[config.mk]
export PLATFORM = sky130hd
export DESIGN_NAME = instruction_fetch
export DESIGN_NICKNAME = d
export VERILOG_FILES = /design/src/rtl/fetch_pkg.sv /design/src/rtl/instruction_fetch_if_id_reg.sv /design/src/rtl/instruction_fetch.sv
export SDC_FILE = /design/constraint.sdc
export NUM_CORES = 1
export LEC_CHECK = 0
export ABC_AREA = 1
export CORE_UTILIZATION = 50
export CTS_CLUSTER_SIZE = 24
export DETAILED_ROUTE_END_ITERATION = 12
export PLACE_DENSITY = 0.85
export SLEW_MARGIN = 20
export SYNTH_ARGS = -nofsm -noshare
export SYNTH_HDL_FRONTEND = slang
export SYNTH_HIERARCHICAL = 1
export SYNTH_SLANG_ARGS = --single-unit
[constraint.sdc]
create_clock -name clk -period 3.1 [get_ports clk]
set_input_delay 0.62 -clock clk [delete_from_list [all_inputs] [get_ports clk]]
set_output_delay 0.62 -clock clk [all_outputs]
set_load 0.02 [all_outputs]
[src/rtl/fetch_pkg.sv]
// Shared fetch/decode types: the IF/ID pipeline record and the canonical NOP.
package fetch_pkg;

    localparam logic [31:0] NOP_INSTR = 32'h0000_0013;

    typedef struct packed {
        logic        valid;
        logic [31:0] pc;
        logic [31:0] pc_plus4;
        logic [31:0] instr;
    } if_id_t;

    // Instruction addresses are word-aligned; the low two bits are always dropped.
    function automatic logic [31:0] align_pc(input logic [31:0] addr);
        return {addr[31:2], 2'b00};
    endfunction

endpackage

[src/rtl/instruction_fetch_if_id_reg.sv]
// IF/ID pipeline register: load a fetched word, hold on stall, or insert a bubble.
module if_id_reg
    import fetch_pkg::*;
(
    input  logic        clk,
    input  logic        rst,
    input  logic        load,
    input  logic        bubble,
    input  logic [31:0] fetch_pc,
    input  logic [31:0] fetch_instr,
    output if_id_t      if_id
);

    if_id_t if_id_d;
    if_id_t if_id_q;

    // Next IF/ID contents; a bubble keeps the PC fields and only kills valid/instr.
    always_comb begin
        if_id_d = if_id_q;
        if (bubble) begin
            if_id_d.valid = 1'b0;
            if_id_d.instr = NOP_INSTR;
        end else if (load) begin
            if_id_d.valid    = 1'b1;
            if_id_d.pc       = fetch_pc;
            if_id_d.pc_plus4 = fetch_pc + 32'd4;
            if_id_d.instr    = fetch_instr;
        end else begin
            if_id_d = if_id_q;
        end
    end

    // IF/ID state register with synchronous reset to a NOP bubble.
    always_ff @(posedge clk) begin
        if (rst) begin
            if_id_q.valid    <= 1'b0;
            if_id_q.pc       <= 32'h0000_0000;
            if_id_q.pc_plus4 <= 32'h0000_0004;
            if_id_q.instr    <= NOP_INSTR;
        end else begin
            if_id_q <= if_id_d;
        end
    end

    assign if_id = if_id_q;

endmodule

[src/rtl/instruction_fetch.sv]
// Fetch stage: owns the PC, addresses the instruction ROM and fills IF/ID.
// Optional FETCH_MISALIGN_CHK_EN adds a sticky fetch_misaligned flag for unaligned redirects.
module instruction_fetch
    import fetch_pkg::*;
#(
    parameter int          ADDR_WIDTH = 12,
    parameter logic [31:0] RESET_PC   = 32'h0000_0000
) (
    input  logic                  clk,
    input  logic                  rst,
    input  logic                  stall,
    input  logic                  redirect_valid,
    input  logic [31:0]           redirect_pc,
    output logic [ADDR_WIDTH-1:0] imem_addr,
    input  logic [31:0]           imem_rdata,
    output logic                  if_id_valid,
    output logic [31:0]           if_id_pc,
    output logic [31:0]           if_id_pc_plus4,
    output logic [31:0]           if_id_instr
`ifdef FETCH_MISALIGN_CHK_EN
    ,
    output logic                  fetch_misaligned
`endif
);

    logic [31:0] pc_d;
    logic [31:0] pc_q;
    logic        load_s;
    if_id_t      if_id_s;

    // Next PC: redirect beats stall, otherwise step one word (wraps modulo 2^32).
    always_comb begin
        pc_d = pc_q;
        if (redirect_valid) begin
            pc_d = align_pc(redirect_pc);
        end else if (stall) begin
            pc_d = pc_q;
        end else begin
            pc_d = pc_q + 32'd4;
        end
    end

    // Program counter register.
    always_ff @(posedge clk) begin
        if (rst) begin
            pc_q <= align_pc(RESET_PC);
        end else begin
            pc_q <= pc_d;
        end
    end

    // The ROM address depends on the PC register only, never on this cycle's controls.
    assign imem_addr = pc_q[ADDR_WIDTH-1:0];
    assign load_s    = ~stall & ~redirect_valid;

    if_id_reg u_if_id_reg (
        .clk         (clk),
        .rst         (rst),
        .load        (load_s),
        .bubble      (redirect_valid),
        .fetch_pc    (pc_q),
        .fetch_instr (imem_rdata),
        .if_id       (if_id_s)
    );

    assign if_id_valid    = if_id_s.valid;
    assign if_id_pc       = if_id_s.pc;
    assign if_id_pc_plus4 = if_id_s.pc_plus4;
    assign if_id_instr    = if_id_s.instr;

`ifdef FETCH_MISALIGN_CHK_EN
    logic misaligned_d;
    logic misaligned_q;

    // Sticky flag: any redirect with nonzero low target bits latches it until reset.
    always_comb begin
        misaligned_d = misaligned_q;
        if (redirect_valid && (redirect_pc[1:0] != 2'b00)) begin
            misaligned_d = 1'b1;
        end else begin
            misaligned_d = misaligned_q;
        end
    end

    // Misalignment flag register.
    always_ff @(posedge clk) begin
        if (rst) begin
            misaligned_q <= 1'b0;
        end else begin
            misaligned_q <= misaligned_d;
        end
    end

    assign fetch_misaligned = misaligned_q;
`endif

endmodule

==> impl_metrics.toml <==
[outcome]
outcome = "completed"

[cts]
cts_setup_buffers = 0
clk_latency_ps = 420
cts.sinks = 125
cts_tree = "built"
ctsHoldBuffers = 0
clockBufferDepth = 2
cts.repair.resized = 0
cts.root.buffer_cell = "clkbuf_16"
clk_pin_slew_ps = 60
cts_made_buffers = 17
h-tree-depth = 4

[power]
p_switching_uw = 1070
comb_power_share_pct = 11.1
power_leakage_uw = 0.00359
sw_frac_of_total_pct = 24.1
p_int_uw = 3370
power.share.sequential_pct = 39.5
p_clk_share_pct = 49.4
power.total_uw = 4440
powerDensity_nw_per_um2 = 498
ir_worst_vdd_mv = 0.363

[die]
num_io_pins = 177
rows = 41
dieArea_um2 = 13500
die_height_um = 116
die-width_um = 116
fp.coreArea_um2 = 12700
start_util_pct = 51.4

[hold_path]
hp-class = "flip-flop to flip-flop"
min-delay-start = "u_if_id_reg/if_id[34]"

[setup_path]
cp_top_family = "buffers and inverters"
cp_num_buf_inv = 1
critPathSlowestCell = "clkdlybuf4s50_1"
critPathArrivalTime_ps = 1720
max_stage_delay_ps = 690
required_ps = 2480
timing.rr.start = "pc_q[2]"
crit_chain = "clkdlybuf4s50_1"
crit_start = "pc_q[4]"
critPathKind = "flip-flop to output pin"
path_max_fanout = 10
cp-end-kind = "output pin"
start_kind = "flip-flop"

[sta]
fmax_ghz = 0.428
relSlewSlack_pct = 58.8
rsz0062_at_grt = "no"
max_slew.worst_pin.slew_ps = 618
fin_worst_skew_ps = 8.21
drv_slew = 0
finalCritPeriodShare_pct = 75.3
setup-violations-final = 0
fin_tns_setup_ps = 0
period_needed_ps = 2340
timing.final.hold_violations = 0

[detailed_routing]
firstDrtPassIters = 5
drtIter0Drc = 634
dr_total_vias = 6890
drc = 0
totalWireLength_um = 18600
antenna_left = 0
viasPerCell = 5.12
post_drt_wl_per_cell_um = 13.8

[synth]
synth_area_um2 = 6510
synth.yosys.warnings = 6
synth_area_leader_cell = "dfxtp_1"
synth_top_area_share_pct = 38.4
ys_types = 36
ys_top_cells_by_area = "dfxtp_1 38%, nand2_1 18%, nor2_1 8.0%, inv_1 6.1%, nand3_1 5.1%"
synth_seq_cells = 125
avgSynthCellArea_um2 = 6.43
synthCells = 1012
yosysSeqAreaShare_pct = 38.4

[global_route]
grt_start_max_net_pins = 62
grt_pass1_vias = 6305
grt_pass1_wl_um = 29900
grt_overflow = 0
track_usage_pct = 28.6
grt_antenna_before_repair = 0

[run]
cap_violations = 0

[final_layout]
syn2layout_area_growth_pct = 36.9
layout-drive-gt1-share_pct = 7.41
fin_cells = 1346
largest_reg_flops = 95
insertedDiodeCount = 0
layout.nets = 1231

[placed_design]
portBuffers = 172
gp_routability_congestion = 0.921
dpl.hpwl_um = 12900
dp.cells = 1314
synth_stat cells, drive strengths merged:
cell type and n:
ha 2, dfxtp 125, conb 1, o21ai 51, a22o 6, nand2 325
nand3b 1, a21o 1, xnor2 5, a21oi 55, nor2 166, xor2 10
a31oi 7, inv 112, clkbuf 18, nand4 1, buf 36, o211a 3
and2 2, nand3 67, nor3 4, a211oi 10, o211ai 3, clkinv 1
routing by layer:
metal | track usage [%] | wire [um]
met3 | 6.64 | 1340
met1 | 35.8 | 7850
met4 | 11.8 | 425
met2 | 47.4 | 9020
met5 | 0 | 0
logic make-up (layout without fill, tap and decap cells):
| group | Yosys count | count (layout) | share of synthesized area (%) |
|---|---|---|---|
| buffers and inverters | 167 | 326 | 11.0 |
| other | 1 | 4 | 0.0576 |
| and+or+nand+nor | 566 | 566 | 36.3 |
| DFF | 125 | 125 | 38.4 |
| xor gates and xnor gates | 15 | 15 | 2.02 |
| AOI/OAI and AO/OA | 136 | 136 | 11.8 |
| adders and majority gates | 2 | 2 | 0.384 |
cell usage in the layout, fill, tap and decap left out, drive strengths merged, types with 6 or more instances in the layout:
cell type / instances
clkdlybuf4s50: 172
nand3: 67
xor2: 10
buf: 9
nand2: 325
a22o: 6
dfxtp: 125
inv: 112
nor2: 166
clkbuf: 23
a31oi: 7
a211oi: 10
o21ai: 51
a21oi: 55
cell type report:
type                            instances  area (um2)
Fill cell                            1054        3760
Multi-Input combinational cell        723        3310
Sequential cell                       125        2500
Timing Repair Buffer                  181        1790
Clock buffer                           23         508
Inverter                              113         427
Tap cell                              172         215
Clock inverter                          9         155
worst paths after layout:
check,end,slack [ps],cells after the start
max reg2reg,u_if_id_reg/if_id[56],1170,10
max,imem_addr[4],760,1
min reg2reg,u_if_id_reg/if_id[34],450,1
min,u_if_id_reg/if_id[34],450,1
metrics by stage:
step	util, %	setup slack (ps)	cell area, um2	hold WS, ps
floorplan	-	988	6520	493
finish	70.3	764	8910	451
CTS	70.3	766	8910	457
detailed placement	65.1	448	8250	444
global placement	65.1	545	8250	439
global route	70.3	733	8910	469
power by group through the flow:
stage	sequential, uW	clock, uW	combinational, uW
CTS	1750	2220	494
detailed placement	1780	0	489
finish	1750	2190	494
global route	1760	2300	539
global placement	1780	0	481
floorplan	1810	0	236
Power figures use the tool's default switching activity.
